**src/rtl/mem_responder_if.sv**
```systemverilog
// Request/response and RAM-side bundle for the memory responder.
// The responder connects through the slave modport; the datapath and the
// RAM model (or a bench standing in for both) use the master modport.
interface mem_responder_if #(
  parameter int ADDR_W = 32,
  parameter int DATA_W = 32,
  parameter int CNT_W  = 32
);

  // datapath request side
  logic              halt;
  logic              imemREN;
  logic [ADDR_W-1:0] imemaddr;
  logic              dmemREN;
  logic              dmemWEN;
  logic [ADDR_W-1:0] dmemaddr;
  logic [DATA_W-1:0] dmemstore;

  // datapath response side
  logic              ihit;
  logic [DATA_W-1:0] imemload;
  logic              dhit;
  logic [DATA_W-1:0] dmemload;
  logic              flushed;

  // single-port RAM side
  logic              ramREN;
  logic              ramWEN;
  logic [ADDR_W-1:0] ramaddr;
  logic [DATA_W-1:0] ramstore;
  logic [DATA_W-1:0] ramload;
  logic              ramready;

  // service counters
  logic [CNT_W-1:0]  icount;
  logic [CNT_W-1:0]  dcount;

  modport slave (
    input  halt, imemREN, imemaddr, dmemREN, dmemWEN, dmemaddr, dmemstore,
    output ihit, imemload, dhit, dmemload, flushed,
    output ramREN, ramWEN, ramaddr, ramstore,
    input  ramload, ramready,
    output icount, dcount
  );

  modport master (
    output halt, imemREN, imemaddr, dmemREN, dmemWEN, dmemaddr, dmemstore,
    input  ihit, imemload, dhit, dmemload, flushed,
    input  ramREN, ramWEN, ramaddr, ramstore,
    output ramload, ramready,
    input  icount, dcount
  );

endinterface

```
**src/rtl/mem_responder.sv**
```systemverilog
// Memory-side responder: arbitrates instruction fetches and data accesses
// onto one single-port RAM, returns one-cycle hit pulses with load data,
// counts serviced requests and latches a sticky flushed flag on halt.
//
// state  | meaning
// -------+--------------------------------------------------------------
// IDLE   | no access in flight; arbitrate halt > data > fetch
// DACC   | data read/write on the RAM, strobes held until ramready
// IACC   | instruction fetch on the RAM, ramREN held until ramready
// RESP   | one-cycle hit pulse, counter bump, bubble before re-arbitration
// HALTED | flushed asserted, all requests ignored until reset
module mem_responder #(
  parameter int ADDR_W = 32,
  parameter int DATA_W = 32,
  parameter int CNT_W  = 32
) (
  input  logic CLK,
  input  logic RST,
  mem_responder_if.slave bus
);

  typedef enum logic [2:0] {
    IDLE   = 3'd0,
    DACC   = 3'd1,
    IACC   = 3'd2,
    RESP   = 3'd3,
    HALTED = 3'd4
  } state_t;

  state_t state_q;
  state_t state_d;

  logic              data_req;
  logic              ihit_q;
  logic              dhit_q;
  logic [DATA_W-1:0] imemload_q;
  logic [DATA_W-1:0] dmemload_q;
  logic              flushed_q;
  logic              ram_ren_q;
  logic              ram_wen_q;
  logic [ADDR_W-1:0] ram_addr_q;
  logic [DATA_W-1:0] ram_store_q;
  logic [CNT_W-1:0]  icount_q;
  logic [CNT_W-1:0]  dcount_q;

  assign data_req = bus.dmemREN | bus.dmemWEN;

  // State register; reset abandons any in-flight access.
  always_ff @(posedge CLK) begin
    if (RST) begin
      state_q <= IDLE;
    end else begin
      state_q <= state_d;
    end
  end

  // Next-state arbitration: halt wins, then data, then fetch.
  always_comb begin
    state_d = state_q;
    unique case (state_q)
      IDLE: begin
        if (bus.halt) begin
          state_d = HALTED;
        end else if (data_req) begin
          state_d = DACC;
        end else if (bus.imemREN) begin
          state_d = IACC;
        end
      end
      DACC, IACC: begin
        if (bus.ramready) begin
          state_d = RESP;
        end
      end
      RESP:    state_d = IDLE;
      HALTED:  state_d = HALTED;
      default: state_d = IDLE;
    endcase
  end

  // Latch the winning request into the registered RAM strobes/address/data.
  // Strobes stay up until ramready, so a dropped request still completes.
  always_ff @(posedge CLK) begin
    if (RST) begin
      ram_ren_q   <= 1'b0;
      ram_wen_q   <= 1'b0;
      ram_addr_q  <= '0;
      ram_store_q <= '0;
    end else begin
      unique case (state_q)
        IDLE: begin
          if (!bus.halt && data_req) begin
            // write flag is dmemWEN alone, so WEN wins over REN
            ram_ren_q   <= ~bus.dmemWEN;
            ram_wen_q   <= bus.dmemWEN;
            ram_addr_q  <= {bus.dmemaddr[ADDR_W-1:2], 2'b00};
            ram_store_q <= bus.dmemstore;
          end else if (!bus.halt && bus.imemREN) begin
            ram_ren_q   <= 1'b1;
            ram_wen_q   <= 1'b0;
            ram_addr_q  <= {bus.imemaddr[ADDR_W-1:2], 2'b00};
          end
        end
        DACC, IACC: begin
          if (bus.ramready) begin
            ram_ren_q <= 1'b0;
            ram_wen_q <= 1'b0;
          end
        end
        default: begin
          ram_ren_q <= 1'b0;
          ram_wen_q <= 1'b0;
        end
      endcase
    end
  end

  // Capture RAM data on completion and raise the matching hit for RESP.
  // Load registers keep their value afterwards; only meaningful with the hit.
  always_ff @(posedge CLK) begin
    if (RST) begin
      ihit_q     <= 1'b0;
      dhit_q     <= 1'b0;
      imemload_q <= '0;
      dmemload_q <= '0;
    end else begin
      ihit_q <= 1'b0;
      dhit_q <= 1'b0;
      if (state_q == DACC && bus.ramready) begin
        dhit_q     <= 1'b1;
        dmemload_q <= bus.ramload;
      end
      if (state_q == IACC && bus.ramready) begin
        ihit_q     <= 1'b1;
        imemload_q <= bus.ramload;
      end
    end
  end

  // Service counters bump on the edge that leaves RESP; they wrap freely.
  always_ff @(posedge CLK) begin
    if (RST) begin
      icount_q <= '0;
      dcount_q <= '0;
    end else if (state_q == RESP) begin
      if (ihit_q) begin
        icount_q <= icount_q + CNT_W'(1);
      end
      if (dhit_q) begin
        dcount_q <= dcount_q + CNT_W'(1);
      end
    end
  end

  // Sticky halt acknowledge, raised on entry to HALTED.
  always_ff @(posedge CLK) begin
    if (RST) begin
      flushed_q <= 1'b0;
    end else if (state_d == HALTED) begin
      flushed_q <= 1'b1;
    end
  end

  assign bus.ihit     = ihit_q;
  assign bus.imemload = imemload_q;
  assign bus.dhit     = dhit_q;
  assign bus.dmemload = dmemload_q;
  assign bus.flushed  = flushed_q;
  assign bus.ramREN   = ram_ren_q;
  assign bus.ramWEN   = ram_wen_q;
  assign bus.ramaddr  = ram_addr_q;
  assign bus.ramstore = ram_store_q;
  assign bus.icount   = icount_q;
  assign bus.dcount   = dcount_q;

endmodule

```
**src/flat_wrapper.sv**
```systemverilog
// flat-port wrapper written by rule: the top's interface ports become plain ports
module mem_responder_flat 
#(
  parameter int ADDR_W = 32,
  parameter int DATA_W = 32,
  parameter int CNT_W  = 32
)
  (CLK, RST, bus_halt, bus_imemREN, bus_imemaddr, bus_dmemREN, bus_dmemWEN, bus_dmemaddr, bus_dmemstore, bus_ihit, bus_imemload, bus_dhit, bus_dmemload, bus_flushed, bus_ramREN, bus_ramWEN, bus_ramaddr, bus_ramstore, bus_ramload, bus_ramready, bus_icount, bus_dcount);
  mem_responder_if #(.ADDR_W(ADDR_W), .DATA_W(DATA_W), .CNT_W(CNT_W)) bus_i ();
  input  logic CLK;
  input  logic RST;
  input wire logic [$bits(bus_i.halt)-1:0] bus_halt;
  input wire logic [$bits(bus_i.imemREN)-1:0] bus_imemREN;
  input wire logic [$bits(bus_i.imemaddr)-1:0] bus_imemaddr;
  input wire logic [$bits(bus_i.dmemREN)-1:0] bus_dmemREN;
  input wire logic [$bits(bus_i.dmemWEN)-1:0] bus_dmemWEN;
  input wire logic [$bits(bus_i.dmemaddr)-1:0] bus_dmemaddr;
  input wire logic [$bits(bus_i.dmemstore)-1:0] bus_dmemstore;
  output wire logic [$bits(bus_i.ihit)-1:0] bus_ihit;
  output wire logic [$bits(bus_i.imemload)-1:0] bus_imemload;
  output wire logic [$bits(bus_i.dhit)-1:0] bus_dhit;
  output wire logic [$bits(bus_i.dmemload)-1:0] bus_dmemload;
  output wire logic [$bits(bus_i.flushed)-1:0] bus_flushed;
  output wire logic [$bits(bus_i.ramREN)-1:0] bus_ramREN;
  output wire logic [$bits(bus_i.ramWEN)-1:0] bus_ramWEN;
  output wire logic [$bits(bus_i.ramaddr)-1:0] bus_ramaddr;
  output wire logic [$bits(bus_i.ramstore)-1:0] bus_ramstore;
  input wire logic [$bits(bus_i.ramload)-1:0] bus_ramload;
  input wire logic [$bits(bus_i.ramready)-1:0] bus_ramready;
  output wire logic [$bits(bus_i.icount)-1:0] bus_icount;
  output wire logic [$bits(bus_i.dcount)-1:0] bus_dcount;
  assign bus_i.halt = bus_halt;
  assign bus_i.imemREN = bus_imemREN;
  assign bus_i.imemaddr = bus_imemaddr;
  assign bus_i.dmemREN = bus_dmemREN;
  assign bus_i.dmemWEN = bus_dmemWEN;
  assign bus_i.dmemaddr = bus_dmemaddr;
  assign bus_i.dmemstore = bus_dmemstore;
  assign bus_ihit = bus_i.ihit;
  assign bus_imemload = bus_i.imemload;
  assign bus_dhit = bus_i.dhit;
  assign bus_dmemload = bus_i.dmemload;
  assign bus_flushed = bus_i.flushed;
  assign bus_ramREN = bus_i.ramREN;
  assign bus_ramWEN = bus_i.ramWEN;
  assign bus_ramaddr = bus_i.ramaddr;
  assign bus_ramstore = bus_i.ramstore;
  assign bus_i.ramload = bus_ramload;
  assign bus_i.ramready = bus_ramready;
  assign bus_icount = bus_i.icount;
  assign bus_dcount = bus_i.dcount;
  mem_responder #(.ADDR_W(ADDR_W), .DATA_W(DATA_W), .CNT_W(CNT_W)) u_core (.CLK(CLK), .RST(RST), .bus(bus_i));
endmodule
```
**config.mk**
```make
export PLATFORM = sky130hd
export DESIGN_NAME = mem_responder_flat
export DESIGN_NICKNAME = d
export VERILOG_FILES = /design/src/rtl/mem_responder_if.sv /design/src/rtl/mem_responder.sv /design/src/flat_wrapper.sv
export SDC_FILE = /design/constraint.sdc
export NUM_CORES = 1
export LEC_CHECK = 0
export CORE_ASPECT_RATIO = 1.25
export CORE_MARGIN = 2
export CORE_UTILIZATION = 43
export DETAILED_ROUTE_END_ITERATION = 12
export GPL_TIMING_DRIVEN = 0
export MAX_ROUTING_LAYER = met4
export PLACE_DENSITY = 0.84
export SYNTH_ARGS = -nofsm -noshare
export SYNTH_HDL_FRONTEND = slang
export SYNTH_SLANG_ARGS = --single-unit
export TNS_END_PERCENT = 10
```
**constraint.sdc**
```tcl
create_clock -name CLK -period 2.5 [get_ports CLK]
set_input_delay 0.5 -clock CLK [delete_from_list [all_inputs] [get_ports CLK]]
set_output_delay 0.5 -clock CLK [all_outputs]
set_load 0.02 [all_outputs]
```
==> results.ini, run 1 <==
[status]
outcome = finished clean

[worst_setup_path]
crit_family = simple AND/OR/NAND/NOR gates
r2r_slack_ps = 280
worst_path_max_delay_cell = or4_4
worstPathArrival_ps = 2510
worst-path-max-fanout = 10
r2r_end = u_core.bus.icount[30]
path_buf_inv = 2
reg2reg_from = u_core.state_q[1]
cp_slowest_stage_delay_ps = 600
criticalPathCategory = flip-flop to flip-flop
path_depth = 6
crit_chain = nand4b_1 > or4_4 > buf_6 > clkbuf_1 > o31ai_1 > a21oi_1
start_kind = flip-flop
worstSetupEndpointType = flip-flop
reg2reg_depth = 6
required_ps = 2790

[placed_design]
place_ws_ps = -190
gp_congestion = 0.899
io_buffers = 323
place_hpwl_mm = 20.0
place_area_mm2 = 0.0115

[sta]
period_share_pct = 88.8
worstMarginPinSlew_ps = 735
finalMaxSlewViolations = 0
rsz0062_at_grt = no
setup_viol = 0
finClkSkew_ps = 15.1
fin_ws_ps = 279
max_freq_mhz = 450
final.min_clock_period_ps = 2220
slew_headroom_pct = 51.0
finalHoldViolCount = 0

[logic_synthesis]
ys_seq_area_share_pct = 49.6
yosysWarnings = 0
postSynth.asyncResetShare_pct = 0
synth_area_per_cell_um2 = 8.34
syn_inst = 957
syn_area_mm2 = 0.00799
ys_types = 44
synth-seq-cells = 198
synthFlopType = dfxtp_1
synth_edf_count = 0

[clocking]
cts_tree = yes
cts_root_buf = clkbuf_16
cts.sinks = 198
h-tree-depth = 4
numCtsBuffers = 17
clkSlewWorstSetupHoldPaths_ps = 70
worstSkewPairLatency_ps = 430
cts_max_path_buffers = 2
cts_hold_buf = 0

[cells_and_area]
final_common_cell = clkdlybuf4s50_1
nNetsFinal = 1437
drive_gt1_share_pct = 4.34
final_util_pct = 66.9
area_growth_pct = 52.2
layout_common_cells = clkdlybuf4s50_1, nand2_1, dfxtp_1, a21oi_1, nor2_1
design_area_mm2 = 0.0122
diodes = 0

[power]
p_per_area_mw_per_mm2 = 646
ir_worst_vdd_mv = 0.447
leakage_nw = 4.13
total_power_mw = 7.85

[floorplanning]
dieHeight_um = 156
start_util_pct = 44.0
rows = 55
io_pins = 332
die_area_mm2 = 0.0197
core_mm2 = 0.0182
die_w_um = 126

[routing]
drc = 0
drtAntennaViolNets = 0
num_vias = 8285
wl_per_cell_um = 16.9
top_layer = met4
met2_wirelength_mm = 13.4
dr.pass1.iters = 7
wl_met3_mm = 1.56
drt-initial-drc-count = 707
vias_per_cell = 5.38
wl_met1_mm = 10.1
wl_mm = 26.0

[global_routing]
grt_pass1_vias = 7945
grt_pass1_wl_mm = 40.8
grt_usage_pct = 26.5
overflow = 0
grt_max_degree = 19
antenna_found_initial = 0

[hold_path]
holdPathStages = 2
min-delay-start = u_core.bus.imemload[22]
min_to = u_core.bus.imemload[22]
min_path_type = flip-flop to flip-flop

[flow_run]
cap_violations = 0

## timing repair
item | CTS | global route
hold endpoints to repair | 0 | 0
gates resized for setup | 0 | 4
endpoints found under the setup margin | 0 | 33
setup buffers | 0 | 0
## Yosys cell counts (9+ instances only)
master	n	area [µm²]
nand3_1	16	80.1
xor2_1	10	87.6
dfxtp_1	198	3960
or4_1	31	233
clkbuf_1	56	210
xnor2_1	9	78.8
inv_1	13	48.8
o21ai_0	15	75.1
o31ai_1	28	210
or3_1	15	93.8
a21oi_1	140	701
buf_2	10	50.1
nand2_1	218	818
a211oi_1	31	233
nor2_1	58	218
mux2i_1	31	310
nand4_1	17	106
## state kept, by name, indices dropped and copies added (netlist names)
name and flops:
u_core.bus.dmemload 32, u_core.bus.ramWEN 1, u_core.bus.ihit 1, u_core.bus.ramaddr 30, u_core.bus.dcount 32, u_core.bus.imemload 32, u_core.bus.dhit 1, u_core.bus.ramREN 1
u_core.bus.icount 32, u_core.bus.ramstore 32, u_core.bus.flushed 1, u_core.state_q 3
## final cells by class
type,instances,area (µm²)
Fill cell,1522,6020
Sequential cell,198,3960
Multi-Input combinational cell,675,3690
Timing Repair Buffer,323,3230
Clock buffer,18,439
Buffer,72,303
Tap cell,228,285
Clock inverter,14,190
Inverter,13,48.8
## metal layers
metal	up-vias	track usage (%)
met5	-	-
met4	0	11.1
met3	63	5.81
met2	335	45.2
met1	3862	30.0
li1	4025	-
## worst max-delay path by stage
stage	start	to
detailed placement	bus_ramready	u_core.bus.imemload[18]
global route	u_core.state_q[0]	u_core.bus.dmemload[12]
global placement	bus_dmemREN	u_core.bus.ramaddr[24]
floorplan	u_core.bus.icount[4]	u_core.bus.icount[30]
CTS	u_core.state_q[0]	u_core.bus.ramstore[14]
finish	u_core.state_q[1]	u_core.bus.icount[30]
## cells by family (layout without fill, tap and decap cells)
group                      count (synthesis)  count (layout)  share of synthesized area, %
AOI/OAI and AO/OA                        224             224                          16.3
other                                      1               2                        0.0470
adders and majority gates                  2               2                         0.313
DFF                                      198             198                          49.6
and+or+nand+nor                          394             394                          23.0
xor gates and xnor gates                  19              19                          2.08
muxes                                     34              34                          4.31
buffers and inverters                     85             440                          4.39
## report_power, final
part / total, mW / switching, mW / internal, mW
Combinational: 1.50 / 0.806 / 0.691
Sequential: 3.45 / 0.104 / 3.34
Clock: 2.91 / 1.28 / 1.63
## metrics by stage
stage | setup TNS [ps] | hold WS [ps] | instances
2_1_floorplan | 0 | 534 | 958
3_3_place_gp | -7960 | 436 | 1509
3_5_place_dp | -9280 | 445 | 1509
4_1_cts | 0 | 455 | 1541
5_1_grt | 0 | 472 | 1541
6_report | 0 | 454 | 1541
## worst min-delay path: cells and delay by family (launching register included)
family,cells,cell delay (ps)
DFF,1,310
AOI/OAI and AO/OA,1,50
and+or+nand+nor,1,50
(Power assumes the default switching activity.)
==> run 2: changes to the inputs <==
CELL_PAD_IN_SITES_DETAIL_PLACEMENT = 1   (was unset)
CELL_PAD_IN_SITES_GLOBAL_PLACEMENT = 1   (was unset)
CORE_UTILIZATION = 31   (was 43)
PLACE_DENSITY = 0.85   (was 0.84)
==> run 2 against run 1 <==
Against the previous run:
- die area increased by 38%
- total power increased by 0.32%
- sequential share of layout area decreased by 0.32 points
- flip-flop and latch count unchanged
- global-route usage decreased by 3.9 points
- first-iteration DRC count decreased by 59%
- worst hold slack improved by 1.7 ps
- sequential power about the same
- final area increased by 0.98%
- non-clock buffer count unchanged
- critical endpoint is now u_core.bus.dcount[10]
- largest cell class unchanged
==> results.ini, run 2 (same netlist as run 1, synthesis figures left out) <==
[global_routing]
grt_max_degree = 21
antenna_found_initial = 0
grt_pass1_wl_mm = 46.8
overflow = 0
grt_usage_pct = 22.5
grt_pass1_vias = 8642

[sta]
slew_headroom_pct = 52.8
final.min_clock_period_ps = 2330
finalMaxSlewViolations = 0
finalHoldViolCount = 0
fin_ws_ps = 169
setup_viol = 0
rsz0062_at_grt = no
worstMarginPinSlew_ps = 709
finClkSkew_ps = 20.0
period_share_pct = 93.3
max_freq_mhz = 429

[placed_design]
gp_congestion = 0.826
place_hpwl_mm = 23.0
place_ws_ps = -380
io_buffers = 323

[cells_and_area]
layout_common_cells = clkdlybuf4s50_1, nand2_1, dfxtp_1, a21oi_1, nor2_1
drive_gt1_share_pct = 4.27
final_util_pct = 48.5
final_common_cell = clkdlybuf4s50_1
nFillCells = 2964
nNetsFinal = 1437
area_growth_pct = 53.7

[clocking]
cts_hold_buf = 0
post-cts-setup-buffers = 0
cts.sinks = 198
h-tree-depth = 4
cts_root_buf = clkbuf_16
clkSlewWorstSetupHoldPaths_ps = 80
cts_tree = yes
cts_resized = 0
numCtsBuffers = 17
worstSkewPairLatency_ps = 450
cts_max_path_buffers = 2

[worst_setup_path]
cp_slowest_stage_delay_ps = 380
required_ps = 2810
start_kind = flip-flop
crit_chain = clkbuf_1 > and4b_1 > buf_4 > nand4_1 > buf_1 > buf_2 > xor2_1 > nor2_1
worst-path-max-fanout = 10
worstSetupEndpointType = flip-flop
criticalPathCategory = flip-flop to flip-flop
worstPathArrival_ps = 2640
worst_path_max_delay_cell = buf_1

[floorplanning]
start_util_pct = 31.6
rows = 65
die_w_um = 148
io_pins = 332
dieHeight_um = 183
die_area_mm2 = 0.0271
core_mm2 = 0.0253

[routing]
num_vias = 8250
vias_per_cell = 5.00
drc = 0
dr.pass1.iters = 4
drt-initial-drc-count = 293
wl_per_cell_um = 18.1
wl_mm = 29.9
drtAntennaViolNets = 0

[hold_path]
min_path_type = flip-flop to flip-flop

[flow_run]
cap_violations = 0

[status]
outcome = finished clean

[power]
leakage_nw = 4.13
p_per_area_mw_per_mm2 = 642
ir_worst_vdd_mv = 0.469

[run 2: cell count changes in the layout (fill, tap and decap cells not counted), sizes merged]
cell	before	now
diode	0	1
bufinv	3	1
inv	17	22
clkinvlp	3	0
buf	16	17
clkbuf	74	73
[run 2: power by group]
part / switching, mW / internal (mW) / total, mW
registers: 0.102 / 3.34 / 3.44
logic: 0.834 / 0.691 / 1.53
clock network: 1.43 / 1.48 / 2.91
total: 2.37 / 5.51 / 7.88
[run 2: critical path: cells and delay by family (launching register included)]
kind                      cells  cell delay [ps]
xor gates and xnor gates      1              180
DFF                           1              340
and+or+nand+nor               3              440
buffers and inverters         4             1260
[run 2: metal layers]
metal | up-vias | track usage (%) | wire [µm]
li1 | 4030 | - | -
met1 | 3967 | 25.6 | 12100
met2 | 201 | 38.8 | 15400
met3 | 52 | 4.62 | 1300
met4 | 0 | 9.12 | 1080
met5 | - | - | 0
[run 2: area by class of cell]
| type | count | area [µm²] | share of cell area (%) |
|---|---|---|---|
| timing repair buffer | 323 | 3230 | 26.4 |
| buffer | 72 | 302 | 2.46 |
| clock inverter | 14 | 174 | 1.42 |
| clock buffer | 18 | 439 | 3.58 |
| sequential | 198 | 3960 | 32.3 |
| tap | 335 | 419 | 3.42 |
| multi-input combinational | 675 | 3690 | 30.1 |
| antenna | 1 | 2.50 | 0.0204 |
| inverter | 13 | 48.8 | 0.398 |
[run 2: stage by stage]
stage          hold slack, ps  setup TNS (ps)  instance area (µm²)  cells  power [mW]
2_1_floorplan             534               0                 7990    958        4.24
4_1_cts                   457               0                12300   1648        7.95
3_3_place_gp              438          -17790                11600   1616        5.01
6_report                  455               0                12300   1649        7.88
3_5_place_dp              445          -19260                11600   1616        5.05
5_1_grt                   480               0                12300   1648        8.23
[run 2: final timing paths]
kind / slack (ps) / cells past startpoint / to / from
hold reg to reg: 460 / 2 / u_core.bus.imemload[2] / u_core.bus.imemload[2]
setup reg to reg: 170 / 8 / u_core.bus.dcount[10] / u_core.state_q[2]
hold / removal: 460 / 2 / u_core.bus.imemload[2] / u_core.bus.imemload[2]
setup / recovery: 170 / 8 / u_core.bus.dcount[10] / u_core.state_q[2]
==> run 3: changes to the inputs <==
MAX_ROUTING_LAYER = unset   (was met4)
==> run 3 against run 2 <==
Against the previous run:
- worst setup slack improved by 3.7 ps
- worst hold slack got worse by 0.70 ps
- sequential share of layout area about the same
- first-iteration DRC count increased by 6.8%
- largest power group unchanged
==> results.ini, run 3 (same netlist as run 1, synthesis figures left out) <==
[global_routing]
grt_usage_pct = 21.9
grt_max_degree = 21
grt_pass1_wl_mm = 46.9
overflow = 0
grt_pass1_vias = 8629
antenna_found_initial = 0

[power]
total_power_mw = 7.87
ir_worst_vdd_mv = 0.465
p_per_area_mw_per_mm2 = 641
leakage_nw = 4.13

[worst_setup_path]
crit_chain = clkbuf_1 > and4b_1 > buf_4 > nand4_1 > clkbuf_1 > buf_2 > xor2_1 > nor2_1
cp_slowest_stage_delay_ps = 380
worstPathArrival_ps = 2630
worst-path-max-fanout = 10
critPathMostFrequentCell = clkbuf_1
worst_path_max_delay_cell = clkbuf_1
critPathLaunch = u_core.state_q[2]
worstSetupEndpointType = flip-flop
r2r_slack_ps = 170
reg2reg_depth = 8
reg2reg_from = u_core.state_q[2]
start_kind = flip-flop
required_ps = 2810
criticalPathCategory = flip-flop to flip-flop
r2r_end = u_core.bus.dcount[10]

[placed_design]
io_buffers = 323
place_hpwl_mm = 23.0
place_area_mm2 = 0.0116
place_ws_ps = -380
gp_congestion = 0.814
placed_cells = 1616

[clocking]
clkSlewWorstSetupHoldPaths_ps = 80
cts_max_path_buffers = 2
cts.sinks = 198
worstSkewPairLatency_ps = 440
post-cts-setup-buffers = 0
cts_root_buf = clkbuf_16
numCtsBuffers = 17
h-tree-depth = 4
cts_tree = yes

[cells_and_area]
area_growth_pct = 53.6
fin_cells = 1648
final_common_cell = clkdlybuf4s50_1
nNetsFinal = 1437
design_area_mm2 = 0.0123
drive_gt1_share_pct = 4.27
nFillCells = 2965
diodes = 0
layout_common_cells = clkdlybuf4s50_1, nand2_1, dfxtp_1, a21oi_1, nor2_1

[sta]
period_share_pct = 93.1
finalHoldViolCount = 0
worstMarginPinSlew_ps = 713
slew_headroom_pct = 52.5
rsz0062_at_grt = yes
setup_viol = 0
finClkSkew_ps = 16.3
final.min_clock_period_ps = 2330
max_freq_mhz = 430
finalMaxSlewViolations = 0
fin_ws_ps = 172

[routing]
wl_met3_mm = 1.30
drtAntennaViolNets = 0
wl_per_cell_um = 18.0
vias_per_cell = 5.00
drc = 0
dr.pass1.iters = 4
met2_wirelength_mm = 15.2
wl_mm = 29.7
wl_met1_mm = 12.0
drt-initial-drc-count = 313
num_vias = 8232
top_layer = met4

[hold_path]
holdPathStages = 2
min_path_type = flip-flop to flip-flop
min_to = u_core.bus.imemload[2]
min-delay-start = u_core.bus.imemload[2]

[floorplanning]
dieHeight_um = 183
rows = 65
start_util_pct = 31.6
io_pins = 332
die_w_um = 148
die_area_mm2 = 0.0271
core_mm2 = 0.0253

[flow_run]
cap_violations = 0

[status]
outcome = finished clean

-- run 3: layer usage --
layer | vias to the layer above | global-route usage [%]
met2 | 191 | 38.8
met4 | 0 | 10.2
met1 | 3958 | 25.4
met5 | - | 0
li1 | 4025 | -
met3 | 58 | 4.19
-- run 3: layout make-up --
type	instances	area (µm²)	area share, %
sequential	198	3960	32.3
clock buffer	18	439	3.58
clock inverter	14	174	1.42
inverter	13	48.8	0.398
multi-input combinational	675	3690	30.1
buffer	72	302	2.46
timing repair buffer	323	3230	26.4
tap	335	419	3.42
-- run 3: repair_timing --
| item | 4_1_cts | 5_1_grt |
|---|---|---|
| resized for setup | 0 | 2 |
| endpoints found under the setup margin | 0 | 79 |
| hold buffers | 0 | 0 |
| hold endpoints to repair | 0 | 0 |
-- run 3: power breakdown --
part | leakage (nW) | switching, mW | internal (mW)
registers | 1.61 | 0.102 | 3.34
logic | 2.23 | 0.833 | 0.691
clock network | 0.301 | 1.42 | 1.48
-- run 3: per-stage QoR --
| stage | hold slack, ps | TNS (ps) | utilization, % |
|---|---|---|---|
| after floorplan | 534 | 0 | - |
| after global placement | 438 | -17790 | 46.0 |
| after detailed placement | 445 | -19260 | 46.0 |
| after CTS | 457 | 0 | 48.4 |
| after global routing | 480 | -37.7 | 48.5 |
| final | 455 | 0 | 48.5 |
-- run 3: worst max path at each step --
stage | to | slack [ps] | depth (start not counted)
finish | u_core.bus.dcount[10] | 170 | 8
global route | u_core.bus.dcount[10] | -20 | 8
CTS | u_core.bus.imemload[18] | 20 | 5
detailed placement | u_core.bus.imemload[20] | -380 | 6
global placement | u_core.bus.imemload[11] | -310 | 6
floorplan | u_core.bus.icount[30] | 430 | 5
-- run 3: worst max-delay path, delay by kind of cell, from the launching register on --
kind | cells | cell delay, ps
xor+xnor | 1 | 180
simple gates | 3 | 430
flops | 1 | 340
buf+inv | 4 | 1250
